--- src/rtl/q_meter.sv ---
// Edge-count meter: counts rising edges of an asynchronous input over fixed gate windows,
// averages 2^AVG_LOG2 windows and publishes the result after i_ref has been stable.
module q_meter #(
  parameter int unsigned BUS_WIDTH     = 10,
  parameter int unsigned GATE_CYCLES   = 1024,
  parameter int unsigned SETTLE_CYCLES = 64,
  parameter int unsigned AVG_LOG2      = 2
) (
  input  logic                 clk,
  input  logic                 rst,
  input  logic                 enable,
  input  logic                 sig_in,
  input  logic [BUS_WIDTH-1:0] i_ref,
  output logic [BUS_WIDTH-1:0] q_measured,
  output logic                 ready,
  output logic                 busy,
  output logic                 overflow
);

  localparam int unsigned GW      = $clog2(GATE_CYCLES);
  localparam int unsigned SW      = (SETTLE_CYCLES > 1) ? $clog2(SETTLE_CYCLES) : 1;
  localparam int unsigned IW      = (AVG_LOG2 > 0) ? AVG_LOG2 : 1;
  localparam int unsigned AW      = BUS_WIDTH + AVG_LOG2;
  localparam int unsigned NUM_WIN = 1 << AVG_LOG2;

  typedef enum logic [1:0] {StIdle, StSettle, StGate, StDone} state_e;

  state_e               state_q, state_d;
  logic                 sync1_q, sync2_q, hist_q;
  logic [BUS_WIDTH-1:0] i_ref_q;
  logic [SW-1:0]        settle_cnt_q, settle_cnt_d;
  logic [GW-1:0]        gate_cnt_q, gate_cnt_d;
  logic [IW-1:0]        win_idx_q, win_idx_d;
  logic [BUS_WIDTH-1:0] win_cnt_q, win_cnt_d;
  logic [AW-1:0]        acc_q, acc_d;
  logic                 sat_q, sat_d;
  logic [BUS_WIDTH-1:0] q_meas_q, q_meas_d;
  logic                 ready_q, ready_d;
  logic                 ovf_q, ovf_d;

  logic                 sig_rise, iref_chg, win_full, sat_hit, last_gate, last_win;
  logic [BUS_WIDTH-1:0] win_inc;
  logic [AW-1:0]        acc_sum;

  assign sig_rise  = sync2_q & ~hist_q;
  assign iref_chg  = (i_ref != i_ref_q);
  assign win_full  = &win_cnt_q;
  assign sat_hit   = sig_rise & win_full;
  assign win_inc   = (sig_rise && !win_full) ? win_cnt_q + 1'b1 : win_cnt_q;
  // Sum includes an edge landing on the last gate cycle.
  assign acc_sum   = acc_q + AW'(win_inc);
  assign last_gate = (gate_cnt_q == GW'(GATE_CYCLES - 1));
  assign last_win  = (win_idx_q == IW'(NUM_WIN - 1));

  always_comb begin
    state_d      = state_q;
    settle_cnt_d = settle_cnt_q;
    gate_cnt_d   = gate_cnt_q;
    win_idx_d    = win_idx_q;
    win_cnt_d    = win_cnt_q;
    acc_d        = acc_q;
    sat_d        = sat_q;
    q_meas_d     = q_meas_q;
    ready_d      = 1'b0;
    ovf_d        = ovf_q;
    if (!enable) begin
      state_d = StIdle;
    end else begin
      unique case (state_q)
        StIdle: begin
          state_d      = StSettle;
          settle_cnt_d = '0;
        end
        StSettle: begin
          if (iref_chg) begin
            settle_cnt_d = '0;
          end else if (settle_cnt_q == SW'(SETTLE_CYCLES - 1)) begin
            state_d    = StGate;
            gate_cnt_d = '0;
            win_idx_d  = '0;
            win_cnt_d  = '0;
            acc_d      = '0;
            sat_d      = 1'b0;
          end else begin
            settle_cnt_d = settle_cnt_q + 1'b1;
          end
        end
        StGate: begin
          if (iref_chg) begin
            state_d      = StSettle;
            settle_cnt_d = '0;
          end else begin
            sat_d = sat_q | sat_hit;
            if (last_gate) begin
              acc_d      = acc_sum;
              win_cnt_d  = '0;
              gate_cnt_d = '0;
              if (last_win) begin
                // Publish on entry to DONE so the result is valid alongside ready.
                state_d  = StDone;
                ready_d  = 1'b1;
                q_meas_d = BUS_WIDTH'(acc_sum >> AVG_LOG2);
                ovf_d    = sat_q | sat_hit;
              end else begin
                win_idx_d = win_idx_q + 1'b1;
              end
            end else begin
              gate_cnt_d = gate_cnt_q + 1'b1;
              win_cnt_d  = win_inc;
            end
          end
        end
        StDone: begin
          state_d      = StSettle;
          settle_cnt_d = '0;
          sat_d        = 1'b0;
        end
        default: state_d = StIdle;
      endcase
    end
  end

  always_ff @(posedge clk or posedge rst) begin
    if (rst) begin
      state_q      <= StIdle;
      sync1_q      <= 1'b0;
      sync2_q      <= 1'b0;
      hist_q       <= 1'b0;
      i_ref_q      <= '0;
      settle_cnt_q <= '0;
      gate_cnt_q   <= '0;
      win_idx_q    <= '0;
      win_cnt_q    <= '0;
      acc_q        <= '0;
      sat_q        <= 1'b0;
      q_meas_q     <= '0;
      ready_q      <= 1'b0;
      ovf_q        <= 1'b0;
    end else begin
      state_q      <= state_d;
      sync1_q      <= sig_in;
      sync2_q      <= sync1_q;
      hist_q       <= sync2_q;
      i_ref_q      <= i_ref;
      settle_cnt_q <= settle_cnt_d;
      gate_cnt_q   <= gate_cnt_d;
      win_idx_q    <= win_idx_d;
      win_cnt_q    <= win_cnt_d;
      acc_q        <= acc_d;
      sat_q        <= sat_d;
      q_meas_q     <= q_meas_d;
      ready_q      <= ready_d;
      ovf_q        <= ovf_d;
    end
  end

  assign q_measured = q_meas_q;
  assign ready      = ready_q;
  assign overflow   = ovf_q;
  assign busy       = (state_q != StIdle);

endmodule
--- config.mk ---
export PLATFORM = sky130hd
export DESIGN_NAME = q_meter
export DESIGN_NICKNAME = d
export VERILOG_FILES = /design/src/rtl/q_meter.sv
export SDC_FILE = /design/constraint.sdc
export NUM_CORES = 1
export LEC_CHECK = 0
export ABC_AREA = 1
export CORE_UTILIZATION = 59
export CTS_CLUSTER_DIAMETER = 60
export DETAILED_ROUTE_END_ITERATION = 10
export HOLD_SLACK_MARGIN = 0.12
export PLACE_DENSITY = 0.8
export RECOVER_POWER = 100
export SLEW_MARGIN = 0
export SYNTH_ARGS = -nofsm -noshare
export SYNTH_HDL_FRONTEND = slang
export SYNTH_SLANG_ARGS = --single-unit
--- constraint.sdc ---
create_clock -name clk -period 2.94 [get_ports clk]
set_input_delay 0.588 -clock clk [delete_from_list [all_inputs] [get_ports clk]]
set_output_delay 0.588 -clock clk [all_outputs]
set_load 0.01 [all_outputs]
==> impl_metrics.csv, run 1 <==
group,metric,value,unit
place,place_congestion,0.9018,
timing,skew,0.009649,ns
min_path,hold_path_depth,0,
clock_tree,clkLatencyLatePin,0.35,ns
timing,post-route-min-period,2.768,ns
place,dp_cells,628,
timing,timing.hold.ws,0.3663,ns
floorplan,top_level_ports,27,
timing,hold_violations,0,
critical_path,required,3.18,ns
global_route,grt-ovfl-total,0,
power_and_ir_drop,powerDensity,379.0,nW/um^2
global_route,grt_max_degree,46,
critical_path,cp_common_cell,"nand2_1",
floorplan,initial_core_util,61.66,%
clock_tree,cts_tree,"built",
clock_tree,root_buffer,"clkbuf_8",
synthesis,ys_async_sr_fraction,100.0,%
clock_tree,cts_num_sinks,68,
routing,routed_wl,7819,microns
place,dpl.hpwl,5627,microns
synthesis,syn_area,3938,sq um
critical_path,crit_type,"flop to flop",
timing,tightest_slew,1.076,ns
cells_and_area,final_common_cell,"nand2_1",
routing,post-route-drc-count,0,
floorplan,die_width,83.70,microns
critical_path,cp_num_cells,16,
timing,max_slew_margin,28.28,%
place,port_buffers,26,
floorplan,fp-row-count,29,
synthesis,syn_inst,528,
routing,via_per_inst,5.171,
critical_path,path_buf_inv,1,
cells_and_area,stdcell_area,4543,sq um
global_route,grt_pass1_vias,3372,
routing,wl_per_cell,12.05,microns
run_status,status,"finished, final reports clean",
global_route,grt.total_usage,24.48,%
power_and_ir_drop,vdd_ir_drop_max,0.3202,mV
synthesis,avgSynthCellArea,7.457,sq um
critical_path,path_delay_family,"simple AND/OR/NAND/NOR gates",
power_and_ir_drop,leakagePower,2.534,nW
critical_path,worstPathArrival,3.01,ns
critical_path,max_stage_delay,0.39,ns
flow_run,max-cap-violations,0,
clock_tree,cts_buffers,9,
synthesis,ys_warn_count,0,
critical_path,cp_cell_sequence,"ha_1, nand2_1, nor2_2, nand2_2, nor2_4, nor2_2, buf_4, nand2_1, xnor2_2, ha_1, a21o_1, o21ai_0, nand3_1, xor2_1, nand2_1, nand2_1",
synthesis,seq_area_frac_synth,43.22,%
cells_and_area,final_cell_mix,"nand2_1, dfrtp_1, inv_1, nor2_1, dlygate4sd3_1",
floorplan,coreArea,6386,sq um
clock_tree,cts_buffer_depth,2,
timing,fin_crit_sh,94.17,%
floorplan,die-area,7005,sq um
global_route,grt_pass1_wl,13870,microns
global_route,antenna_found_initial,0,
place,place_area,4289,sq um
routing,initialDrtViolationCount,123,
critical_path,reg2reg_depth,16,
synthesis,synth_nets,558,
synthesis,synth_flop_cell,"dfrtp_1",
power_and_ir_drop,p_total,0.001722,W
cells_and_area,antenna_cells,0,
critical_path,cp-start-kind,"flop",
synthesis,synth_seq_cells,68,
critical_path,cp-end-kind,"flop",
clock_tree,h-tree-depth,3,
cells_and_area,nNetsFinal,597,
synthesis,synth_edf_count,0,
critical_path,path_max_fanout,7,
timing,fmaxAchievable,361.2,MHz
clock_tree,clk_pin_slew,0.07,ns
min_path,hold_path.class,"flop to flop",
routing,dr.pass1.iters,4,
cells_and_area,drive_gt1_share,9.091,%
cells_and_area,layoutNonFillerInstCount,649,
cells_and_area,area_growth_syn_to_layout,15.38,%
timing,setup_viol,0,
routing,via_count,3356,
critical_path,critPathSlowestCell,"dfrtp_1",
floorplan,die_h,83.70,microns
timing,drv_slew,0,
synthesis,ys_types,30,
routing,postRouteAntennaNets,0,
-- kinds of logic after synthesis --
family          Yosys count  synth area share (%)
flops                    68                 43.22
simple gates            304                 32.35
xor+xnor                 26                 5.783
compound gates           39                 5.402
buf+inv                  75                 7.976
fa+ha+maj                16                 5.275
-- state kept, by name, indices dropped and copies added, names as in the netlist --
signal and flops:
acc_q 12, gate_cnt_q 10, i_ref_q 10, q_measured 10
win_cnt_q 10, settle_cnt_q 6, state_q 2, win_idx_q 2
hist_q 1, overflow 1, ready 1, sat_q 1
sync1_q 1, sync2_q 1
-- stage by stage --
step	utilization [%]	worst slack, ns	setup TNS [ns]
5_1_grt	71.14	-0.05737	-0.1699
6_report	71.14	0.1715	0
2_1_floorplan	-	0.2205	0
3_3_place_gp	67.16	0.1134	0
3_5_place_dp	67.16	-0.007973	-0.007973
4_1_cts	69.83	0.02611	0
-- final cells by class --
cell class / instances / area (sq um)
inverter: 65 / 244.0
clock inverter: 2 / 10.01
multi-input combinational: 385 / 1993
sequential: 68 / 1702
fill: 517 / 1843
clock buffer: 14 / 152.6
timing repair buffer: 38 / 345.3
tap: 77 / 96.34
-- timing repair --
item | CTS | global route
gates resized for setup | 0 | 17
cloned | 0 | 0
pin swaps | 1 | 5
hold buffers | 0 | 0
buffers inserted | 1 | 4
endpoints found under the setup margin | 2 | 18
-- worst paths after layout --
path | slack [ns] | startpoint | to
worst max-delay path | 0.17 | win_cnt_q[0]$_DFFE_PP0P_ | q_measured[8]$_DFFE_PP0P_
max in group asynchronous | 0.52 | rst | win_cnt_q[8]$_DFFE_PP0P_
worst min-delay path | 0.37 | sync1_q$_DFF_PP0_ | sync2_q$_DFF_PP0_
worst max register to register | 0.17 | win_cnt_q[0]$_DFFE_PP0P_ | q_measured[8]$_DFFE_PP0P_
worst min register to register | 0.37 | sync1_q$_DFF_PP0_ | sync2_q$_DFF_PP0_
min in group asynchronous | 0.85 | rst | i_ref_q[3]$_DFF_PP0_
-- routing by layer --
layer	up-vias	part of all wire [%]	track usage, %
li1	1711	-	-
met1	1562	45	29.54
met2	68	49	41.54
met3	15	4.8	7.814
met4	0	1.8	7.858
met5	-	0	0
-- cells in the mapped netlist (4+ instances only) --
master   instances  area [sq um]
inv_1           60         225.2
nor2_1          41         153.9
inv_2            5         18.77
nand3_1         21         105.1
a21o_1           4         30.03
o21ai_0         14         70.07
a21oi_1         17         85.08
xnor2_1          7         61.31
nand2_1        215         807.0
nand4_1         10         62.56
nor2_4           5         56.30
ha_1            15         187.7
xor2_1          19         166.4
dfrtp_1         68          1702
-- power by group --
group | switching (W) | internal (W)
Clock | 0.000337 | 0.000328
Combinational | 0.0000674 | 0.0000370
Sequential | 0.00000671 | 0.000946
Power figures use the tool's default switching activity.
==> run 2, diff against run 1 <==
- CTS_CLUSTER_SIZE: not set -> 24
- RECOVER_POWER: 100 -> not set
==> run 2 against run 1 <==
Combinational power rose by 7%; clock-buffer cell count did not move; first-iteration DRC count rose by 4.9%; total power rose by 0.53%; sequential power barely moved; via count rose by 0.72%; setup slack got worse by 0.017 ns; sequential share of layout area fell by 0.23 points.
==> impl_metrics.csv, run 2 (synthesis results as in run 1) <==
group,metric,value,unit
run_status,status,"finished, final reports clean",
cells_and_area,final_common_cell,"nand2_1",
critical_path,worstPathArrival,3.02,ns
timing,timing.hold.ws,0.3663,ns
critical_path,crit_type,"flop to flop",
power_and_ir_drop,vdd_ir_drop_max,0.3203,mV
routing,postRouteAntennaNets,0,
global_route,grt.total_usage,24.48,%
critical_path,required,3.18,ns
power_and_ir_drop,p_clk_share,38.5,%
cells_and_area,drive_gt1_share,9.615,%
clock_tree,root_buffer,"clkbuf_8",
clock_tree,clkLatencyLatePin,0.35,ns
timing,post-route-min-period,2.786,ns
critical_path,cp-start-kind,"flop",
timing,setup_ws,0.1544,ns
cells_and_area,layoutNonFillerInstCount,649,
timing,setup_viol,0,
cells_and_area,area_growth_syn_to_layout,16.08,%
floorplan,die_width,83.70,microns
cells_and_area,largest_register,"acc_q",
timing,drv_slew,0,
place,pre_cts_slack,-0.007973,ns
routing,via_count,3380,
min_path,hold_path.class,"flop to flop",
clock_tree,cts_buffer_depth,2,
critical_path,cp-end-kind,"flop",
routing,initialDrtViolationCount,129,
global_route,grt_pass1_wl,13870,microns
power_and_ir_drop,switching_power,0.0004142,W
routing,via_per_inst,5.208,
power_and_ir_drop,p_seq_share,55.0,%
timing,hold_violations,0,
clock_tree,cts_buffers,9,
floorplan,die_h,83.70,microns
clock_tree,ctsHoldBuffers,0,
clock_tree,clk_pin_slew,0.07,ns
global_route,grt_pass1_vias,3372,
global_route,grt_max_degree,46,
floorplan,fp-row-count,29,
power_and_ir_drop,powerDensity,378.7,nW/um^2
global_route,grt-ovfl-total,0,
cells_and_area,nNetsFinal,597,
timing,fin_crit_sh,94.75,%
place,place_congestion,0.9018,
routing,post-route-drc-count,0,
floorplan,top_level_ports,27,
place,port_buffers,26,
clock_tree,cts_num_sinks,68,
power_and_ir_drop,leakagePower,2.493,nW
clock_tree,cts_tree,"built",
floorplan,initial_core_util,61.66,%
power_and_ir_drop,internal-power,0.001317,W
power_and_ir_drop,power_frac_comb,6.4,%
global_route,antenna_found_initial,0,
cells_and_area,final_cell_mix,"nand2_1, dfrtp_1, inv_1, nor2_1, clkdlybuf4s50_1",
timing,tightest_slew,0.5018,ns
flow_run,max-cap-violations,0,
place,dpl.hpwl,5627,microns
cells_and_area,antenna_cells,0,
timing,max_slew_margin,66.50,%
floorplan,coreArea,6386,sq um
routing,dr.pass1.iters,4,
timing,skew,0.009795,ns
power_and_ir_drop,swShare,23.93,%
timing,fmaxAchievable,359.0,MHz
place,dp_cells,628,
routing,routed_wl,7870,microns
cells_and_area,largest_reg_flops,12,
clock_tree,h-tree-depth,3,
floorplan,die-area,7005,sq um
routing,wl_per_cell,12.13,microns
critical_path,path_max_fanout,7,
==> run 2: final cells by class <==
cell class,instances,area [sq um]
clock inverter,2,10.01
fill,513,1815
timing repair buffer,38,362.8
tap,77,96.34
inverter,65,244.0
clock buffer,14,152.6
multi-input combinational,385,2003
sequential,68,1702
==> run 2: final timing paths <==
| check | from | to | slack (ns) | cells past startpoint |
|---|---|---|---|---|
| worst max-delay path | win_cnt_q[0]$_DFFE_PP0P_ | acc_q[10]$_DFFE_PP0P_ | 0.15 | 16 |
| max in group asynchronous | rst | gate_cnt_q[9]$_DFFE_PP0P_ | 1.74 | 3 |
| worst min-delay path | sync1_q$_DFF_PP0_ | sync2_q$_DFF_PP0_ | 0.37 | 0 |
| min in group asynchronous | rst | i_ref_q[3]$_DFF_PP0_ | 0.59 | 2 |
| worst max register to register | win_cnt_q[0]$_DFFE_PP0P_ | acc_q[10]$_DFFE_PP0P_ | 0.15 | 16 |
| worst min register to register | sync1_q$_DFF_PP0_ | sync2_q$_DFF_PP0_ | 0.37 | 0 |
==> run 2: critical path: stages, from the launching register on <==
cell and delay [ns]:
dfrtp_1 0.40, ha_1 0.22, nand2_1 0.09, nor2_2 0.05
nand2_2 0.08, nor2_4 0.05, nor2_2 0.15, buf_4 0.18
nand2_1 0.10, xnor2_2 0.28, ha_1 0.30, a21o_1 0.20
o21ai_0 0.17, nand3_1 0.12, xor2_1 0.17, nand2_1 0.07
nand2_1 0.05
==> run 2: metal layers <==
| layer | up-vias | share of wire, % | global-route usage [%] |
|---|---|---|---|
| met3 | 16 | 4.3 | 7.814 |
| met4 | 0 | 1.9 | 7.858 |
| met1 | 1594 | 45 | 29.54 |
| met5 | - | 0 | 0 |
| li1 | 1709 | - | - |
| met2 | 61 | 49 | 41.54 |
==> run 2: timing repair <==
item                                    4_1_cts  5_1_grt
pin swaps                                     1        5
buffers inserted                              1        4
gates resized for setup                       0       17
endpoints found under the setup margin        2       18
gates cloned                                  0        0
==> run 2: power by group through the flow <==
stage | sequential [W] | combinational [W] | clock (W)
final | 0.000953 | 0.000111 | 0.000667
after global routing | 0.000953 | 0.000127 | 0.000721
after CTS | 0.000953 | 0.000111 | 0.000686
after detailed placement | 0.000970 | 0.000110 | 0
after global placement | 0.000969 | 0.000107 | 0
after floorplan | 0.000969 | 0.0000664 | 0
==> run 2: stage by stage <==
stage,power [W],TNS (ns),util (%),cell area [sq um]
floorplan,0.001035,0,-,3938
global placement,0.001076,0,67.16,4289
detailed placement,0.001080,-0.007973,67.16,4289
CTS,0.001749,0,69.83,4459
global route,0.001801,-0.1559,71.57,4571
finish,0.001731,0,71.57,4571
==> run 3, diff against run 2 <==
- CAP_MARGIN: not set -> 25
==> results of run 3 <==
Same layout as run 2: the final DEF is identical, and so are final timing and power.
